--- src/rtl/spi_adc_arbiter_if.sv ---
`default_nettype none
// ============================================================================
// Module   : spi_adc_arbiter_if
// Purpose  : Requester and spi_master signal bundle for spi_adc_arbiter.
// Revision : 1.0 - initial release
// ============================================================================
interface spi_adc_arbiter_if;
    logic        req0;
    logic [2:0]  chnl0;
    logic        req1;
    logic [2:0]  chnl1;
    logic        gnt0;
    logic        gnt1;
    logic        done0;
    logic        done1;
    logic [11:0] result;
    logic        timeout;
    logic        tmo_flag;
    logic        clr_tmo;
    logic [2:0]  chnl;
    logic        strt_cnv;
    logic [11:0] rslt;
    logic        cnv_cmplt;

    // Arbiter side.
    modport slave (
        input  req0, chnl0, req1, chnl1, clr_tmo, rslt, cnv_cmplt,
        output gnt0, gnt1, done0, done1, result, timeout, tmo_flag, chnl, strt_cnv
    );

    // Requesters plus spi_master side.
    modport master (
        output req0, chnl0, req1, chnl1, clr_tmo, rslt, cnv_cmplt,
        input  gnt0, gnt1, done0, done1, result, timeout, tmo_flag, chnl, strt_cnv
    );
endinterface
`default_nettype wire

--- src/rtl/spi_adc_arbiter.sv ---
`default_nettype none
// ============================================================================
// Module   : spi_adc_arbiter
// Purpose  : Round-robin sharing of one SPI ADC master between two requesters,
//            with startup hold-off and hung-conversion timeout.
// Revision : 1.0 - initial release
// ============================================================================
module spi_adc_arbiter #(
    parameter int STARTUP_DLY    = 8,
    parameter int TIMEOUT_CYCLES = 4096
) (
    input  wire logic        clk,
    input  wire logic        rst_n,
    spi_adc_arbiter_if.slave bus
);

    localparam int STUP_W = (STARTUP_DLY > 1) ? $clog2(STARTUP_DLY) : 1;
    localparam int TMO_W  = $clog2(TIMEOUT_CYCLES);

    localparam logic [STUP_W-1:0] c_STUP_LAST = STUP_W'(STARTUP_DLY - 1);
    localparam logic [TMO_W-1:0]  c_TMO_LAST  = TMO_W'(TIMEOUT_CYCLES - 1);

    typedef enum logic [2:0] {
        ST_STARTUP = 3'd0,
        ST_IDLE    = 3'd1,
        ST_START   = 3'd2,
        ST_BUSY    = 3'd3,
        ST_DONE    = 3'd4
    } state_t;

    state_t             state_q;
    logic [STUP_W-1:0]  stup_cnt_q;
    logic [TMO_W-1:0]   tmo_cnt_q;
    logic               cmplt_q;
    logic               rr_ptr_q;
    logic               owner_q;
    logic               gnt0_q;
    logic               gnt1_q;
    logic               done0_q;
    logic               done1_q;
    logic               timeout_q;
    logic               tmo_flag_q;
    logic               strt_cnv_q;
    logic [2:0]         chnl_q;
    logic [11:0]        result_q;

    logic               w_cmp_rise;
    logic               w_any_req;
    logic               w_pick1;
    logic               w_tmo_hit;

    assign w_cmp_rise = bus.cnv_cmplt & ~cmplt_q;
    assign w_any_req  = bus.req0 | bus.req1;
    // rr_ptr_q names the favoured requester when both are pending.
    assign w_pick1    = bus.req1 & (~bus.req0 | rr_ptr_q);
    assign w_tmo_hit  = (tmo_cnt_q == c_TMO_LAST);

    always_ff @(posedge clk or negedge rst_n) begin
        if (!rst_n) begin
            state_q    <= ST_STARTUP;
            stup_cnt_q <= '0;
            tmo_cnt_q  <= '0;
            cmplt_q    <= 1'b1;
            rr_ptr_q   <= 1'b0;
            owner_q    <= 1'b0;
            gnt0_q     <= 1'b0;
            gnt1_q     <= 1'b0;
            done0_q    <= 1'b0;
            done1_q    <= 1'b0;
            timeout_q  <= 1'b0;
            tmo_flag_q <= 1'b0;
            strt_cnv_q <= 1'b0;
            chnl_q     <= 3'd0;
            result_q   <= 12'd0;
        end else begin
            cmplt_q    <= bus.cnv_cmplt;
            strt_cnv_q <= 1'b0;
            done0_q    <= 1'b0;
            done1_q    <= 1'b0;
            timeout_q  <= 1'b0;
            if (bus.clr_tmo) begin
                tmo_flag_q <= 1'b0;
            end

            case (state_q)
                ST_STARTUP: begin
                    if (stup_cnt_q == c_STUP_LAST) begin
                        state_q <= ST_IDLE;
                    end else begin
                        stup_cnt_q <= stup_cnt_q + STUP_W'(1);
                    end
                end

                ST_IDLE: begin
                    if (w_any_req) begin
                        owner_q    <= w_pick1;
                        gnt0_q     <= ~w_pick1;
                        gnt1_q     <= w_pick1;
                        chnl_q     <= w_pick1 ? bus.chnl1 : bus.chnl0;
                        strt_cnv_q <= 1'b1;
                        // Counter restarts with the start pulse so it counts
                        // cycles elapsed since strt_cnv.
                        tmo_cnt_q  <= '0;
                        state_q    <= ST_START;
                    end
                end

                ST_START: begin
                    // Any completion edge seen here belongs to an older
                    // conversion and is deliberately not acted on.
                    tmo_cnt_q <= tmo_cnt_q + TMO_W'(1);
                    state_q   <= ST_BUSY;
                end

                ST_BUSY: begin
                    if (w_cmp_rise) begin
                        result_q <= bus.rslt;
                        done0_q  <= ~owner_q;
                        done1_q  <= owner_q;
                        state_q  <= ST_DONE;
                    end else if (w_tmo_hit) begin
                        timeout_q  <= 1'b1;
                        tmo_flag_q <= 1'b1;
                        done0_q    <= ~owner_q;
                        done1_q    <= owner_q;
                        state_q    <= ST_DONE;
                    end else begin
                        tmo_cnt_q <= tmo_cnt_q + TMO_W'(1);
                    end
                end

                ST_DONE: begin
                    gnt0_q   <= 1'b0;
                    gnt1_q   <= 1'b0;
                    rr_ptr_q <= ~owner_q;
                    state_q  <= ST_IDLE;
                end

                default: begin
                    state_q <= ST_STARTUP;
                end
            endcase
        end
    end

    assign bus.gnt0     = gnt0_q;
    assign bus.gnt1     = gnt1_q;
    assign bus.done0    = done0_q;
    assign bus.done1    = done1_q;
    assign bus.result   = result_q;
    assign bus.timeout  = timeout_q;
    assign bus.tmo_flag = tmo_flag_q;
    assign bus.chnl     = chnl_q;
    assign bus.strt_cnv = strt_cnv_q;

endmodule
`default_nettype wire

--- src/flat_wrapper.sv ---
// flat-port wrapper written by rule: the top's interface ports become plain ports
module spi_adc_arbiter_flat 
#(
    parameter int STARTUP_DLY    = 8,
    parameter int TIMEOUT_CYCLES = 4096
)
  (clk, rst_n, bus_req0, bus_chnl0, bus_req1, bus_chnl1, bus_clr_tmo, bus_rslt, bus_cnv_cmplt, bus_gnt0, bus_gnt1, bus_done0, bus_done1, bus_result, bus_timeout, bus_tmo_flag, bus_chnl, bus_strt_cnv);
  spi_adc_arbiter_if bus_i ();
  input  wire logic clk;
  input  wire logic rst_n;
  input wire logic [$bits(bus_i.req0)-1:0] bus_req0;
  input wire logic [$bits(bus_i.chnl0)-1:0] bus_chnl0;
  input wire logic [$bits(bus_i.req1)-1:0] bus_req1;
  input wire logic [$bits(bus_i.chnl1)-1:0] bus_chnl1;
  input wire logic [$bits(bus_i.clr_tmo)-1:0] bus_clr_tmo;
  input wire logic [$bits(bus_i.rslt)-1:0] bus_rslt;
  input wire logic [$bits(bus_i.cnv_cmplt)-1:0] bus_cnv_cmplt;
  output wire logic [$bits(bus_i.gnt0)-1:0] bus_gnt0;
  output wire logic [$bits(bus_i.gnt1)-1:0] bus_gnt1;
  output wire logic [$bits(bus_i.done0)-1:0] bus_done0;
  output wire logic [$bits(bus_i.done1)-1:0] bus_done1;
  output wire logic [$bits(bus_i.result)-1:0] bus_result;
  output wire logic [$bits(bus_i.timeout)-1:0] bus_timeout;
  output wire logic [$bits(bus_i.tmo_flag)-1:0] bus_tmo_flag;
  output wire logic [$bits(bus_i.chnl)-1:0] bus_chnl;
  output wire logic [$bits(bus_i.strt_cnv)-1:0] bus_strt_cnv;
  assign bus_i.req0 = bus_req0;
  assign bus_i.chnl0 = bus_chnl0;
  assign bus_i.req1 = bus_req1;
  assign bus_i.chnl1 = bus_chnl1;
  assign bus_i.clr_tmo = bus_clr_tmo;
  assign bus_i.rslt = bus_rslt;
  assign bus_i.cnv_cmplt = bus_cnv_cmplt;
  assign bus_gnt0 = bus_i.gnt0;
  assign bus_gnt1 = bus_i.gnt1;
  assign bus_done0 = bus_i.done0;
  assign bus_done1 = bus_i.done1;
  assign bus_result = bus_i.result;
  assign bus_timeout = bus_i.timeout;
  assign bus_tmo_flag = bus_i.tmo_flag;
  assign bus_chnl = bus_i.chnl;
  assign bus_strt_cnv = bus_i.strt_cnv;
  spi_adc_arbiter #(.STARTUP_DLY(STARTUP_DLY), .TIMEOUT_CYCLES(TIMEOUT_CYCLES)) u_core (.clk(clk), .rst_n(rst_n), .bus(bus_i));
endmodule
--- config.mk ---
export PLATFORM = sky130hd
export DESIGN_NAME = spi_adc_arbiter_flat
export DESIGN_NICKNAME = d
export VERILOG_FILES = /design/src/rtl/spi_adc_arbiter_if.sv /design/src/rtl/spi_adc_arbiter.sv /design/src/flat_wrapper.sv
export SDC_FILE = /design/constraint.sdc
export NUM_CORES = 1
export LEC_CHECK = 0
export ABC_AREA = 1
export CAP_MARGIN = 20
export CORE_MARGIN = 4
export CORE_UTILIZATION = 45
export DETAILED_ROUTE_END_ITERATION = 8
export HOLD_SLACK_MARGIN = 0.12
export PLACE_DENSITY = 0.78
export SLEW_MARGIN = 20
export SYNTH_ARGS = -nofsm -noshare
export SYNTH_HDL_FRONTEND = slang
export SYNTH_SLANG_ARGS = --single-unit
--- constraint.sdc ---
create_clock -name clk -period 1.5 [get_ports clk]
set_input_delay 0.225 -clock clk [delete_from_list [all_inputs] [get_ports clk]]
set_output_delay 0.225 -clock clk [all_outputs]
set_load 0.02 [all_outputs]
==> metrics.cfg, run 1 <==
[floorplan]
die_w_um=75.7
dieArea_um2=5720
rows=24
die_h_um=75.7
core_um2=4380
start_util_pct=47.0
ios=46

[pwr]
p_leak_nw=1.52
seqPwrFrac_pct=35.4
vdd_drop_max_mv=0.783
power_frac_clock_pct=15.8
comb_power_share_pct=48.9
power_switching_w=0.00186
power-per-cell-area_nw_per_um2=1710
p_int_w=0.00320
switching_share_pct=36.7

[synthesis]
synth_area_leaders=dfrtp_1 51%, nand2_1 11%, mux2_4 7.3%
seq_area_frac_synth_pct=52.3
synth.ff_latch_count=43
netlist.area_leader.share_pct=51.0
yosysUniqueCellTypes=31
synth.avg_cell_area_um2=9.32
async_flop_share_pct=100
synth_ff_type=dfrtp_1
synth.net_count=248
synth_common_cells=61 x nand2_1, 42 x dfrtp_1, 26 x nor2_1
synth_area_leader_cell=dfrtp_1
synth_edf_count=0
syn-cell-area_um2=2060
synthCells=221
yosysMostFrequentCell=nand2_1
ys_warn_count=0

[cts]
cts_made_buffers=5
clk_latency_ns=0.29
htree_levels=2
cts_sinks=43
cts_max_path_buffers=2
cts_root_buffer=clkbuf_8
clk_pin_slew_worst_paths_ns=0.08
cts_tree=done

[global_route]
grt_overflow=0
grt_pass1_wl_mm=6.83
grtUsageTotal_pct=15.7
grt_pass1_vias=1568
grt_max_degree=44
antenna_found_initial=0

[job]
maxCapViolations=0

[sta]
final.setup.tns_ns=0
rsz0062_at_grt=true
period_needed_ns=1.50
slew_headroom_pct=80.3
finalSetupViolations=0
drv_slew=0
fin_skew_ns=0.00729
timing.hold.ws_ns=0.352
worstMarginPinSlew_ns=0.293
fin_crit_sh_pct=99.8
fmax_ghz=0.668
final_hold_viol_count=0

[finish]
regArea_um2=1080
fillers=329
nets=319
fin_area_um2=2960
drive_gt1_share_pct=22.5
antenna_cells=0
multi_input_area_um2=927
area_growth_pct=43.9

[critical_path]
slowest_delay_ns=0.37
crit_fanout=5
critPathLaunchType=flip-flop
arrival_ns=1.69
critical_path_buf_inv_count=2
worstPathRequired_ns=1.69
crit_top_cell=nand2_1
critical_path.cell_chain=ha_2, nand2_2, nor2_4, nand4_1, nand3_4, buf_12, inv_6, nand2_1, nand2_1
crit_type=reg2reg
ff2ff_setup_slack_ns=0.003
critPathTopFamily=simple AND/OR/NAND/NOR gates
end_kind=flip-flop
cp_slowest_cell=dfrtp_1

[worst_hold_path]
hold_path.class=in2reg

[detailed_routing]
num_vias=1747
avgViaCountPerCell=5.06
drc=0
dr.pass1.iters=4
routedWlPerCell_um=13.3
drt_iter0_markers=98
routed_wl_mm=4.60
antenna_left=0

[run_status]
status=finished, final reports clean

[place]
place_area_um2=2700
io_buffers=45
place_congestion=0.891
post-dp-hpwl_mm=3.11

## per-layer routing
layer  vias to the layer above  routed length (um)  global-route usage, %
met1                       839                1920                   19.0
met5                         -                   0                      0
li1                        855                   -                      -
met2                        45                2320                   26.5
met4                         0                  76                   6.21
met3                         8                 284                   4.62
## layout make-up
cell class,instances,area share (%)
repair buffers,67,24.2
flip-flops and latches,43,36.4
inverters,19,2.58
well taps,52,2.20
clock buffers,8,3.38
multi-input cells,156,31.3
## flip-flops by register name, indices dropped and copies added (netlist names), 3 cells and up
name and count:
u_core.bus.result 12, u_core.tmo_cnt_q 12, u_core.bus.chnl 3, u_core.state_q 3, u_core.stup_cnt_q 3
## kinds of logic after synthesis
family                     after synthesis  synth area share, %
and+or+nand+nor                        117                 25.2
xor gates and xnor gates                 4                 1.70
DFF                                     43                 52.3
muxes                                   12                 8.38
adders and majority gates                3                 1.82
buffers and inverters                   22                 5.35
AOI/OAI and AO/OA                       20                 5.29
## cells in the final DEF (no fill, tap or decap), types with 11 or more instances in the layout
| cell type | n |
|---|---|
| inv_1 | 17 |
| nor2_1 | 25 |
| dfrtp_1 | 42 |
| nand3_1 | 14 |
| dlymetal6s2s_1 | 14 |
| o21ai_0 | 11 |
| nand2_1 | 52 |
| buf_4 | 16 |
| clkdlybuf4s50_1 | 27 |
## path summary, 6_finish.rpt
path / from / cells after the start / endpoint
max reg2reg: u_core.tmo_cnt_q[1] / 9 / u_core.tmo_cnt_q[6]
max in group asynchronous: rst_n / 3 / u_core.cmplt_q
max: u_core.tmo_cnt_q[1] / 9 / u_core.tmo_cnt_q[6]
min: bus_cnv_cmplt / 1 / u_core.cmplt_q
min reg2reg: u_core.owner_q / 1 / u_core.bus.done0
min in group asynchronous: rst_n / 3 / u_core.tmo_cnt_q[4]
## power groups by stage
stage | clock network, W | registers, W | logic, W
after floorplan | 0 | 0.00210 | 0.000984
after global placement | 0 | 0.00181 | 0.00216
after detailed placement | 0 | 0.00181 | 0.00222
after CTS | 0.000813 | 0.00179 | 0.00221
after global routing | 0.000879 | 0.00185 | 0.00268
final | 0.000797 | 0.00179 | 0.00247
## timing repair
action,in CTS,in global routing
setup endpoints to repair,3,30
hold buffers,1,0
resized for setup,3,36
gates cloned,0,2
setup buffers,0,2
endpoints found under the hold margin,42,0
pin swaps,0,2
## through the flow
stage	setup WS, ns	power, W	std cells	util, %
after floorplan	0.0955	0.00309	221	-
after global placement	-0.0951	0.00397	332	61.5
after detailed placement	-0.126	0.00404	332	61.5
after CTS	0.0000722	0.00482	341	63.9
after global routing	-0.0945	0.00541	345	67.6
final	0.00345	0.00506	345	67.6
No activity file was read; power rests on OpenSTA's default activity.
==> inputs of run 2 (changes only) <==
- HOLD_SLACK_MARGIN: 0.12 -> unset
==> results of run 2 <==
Final layout, timing and power as in run 1 (identical DEF).
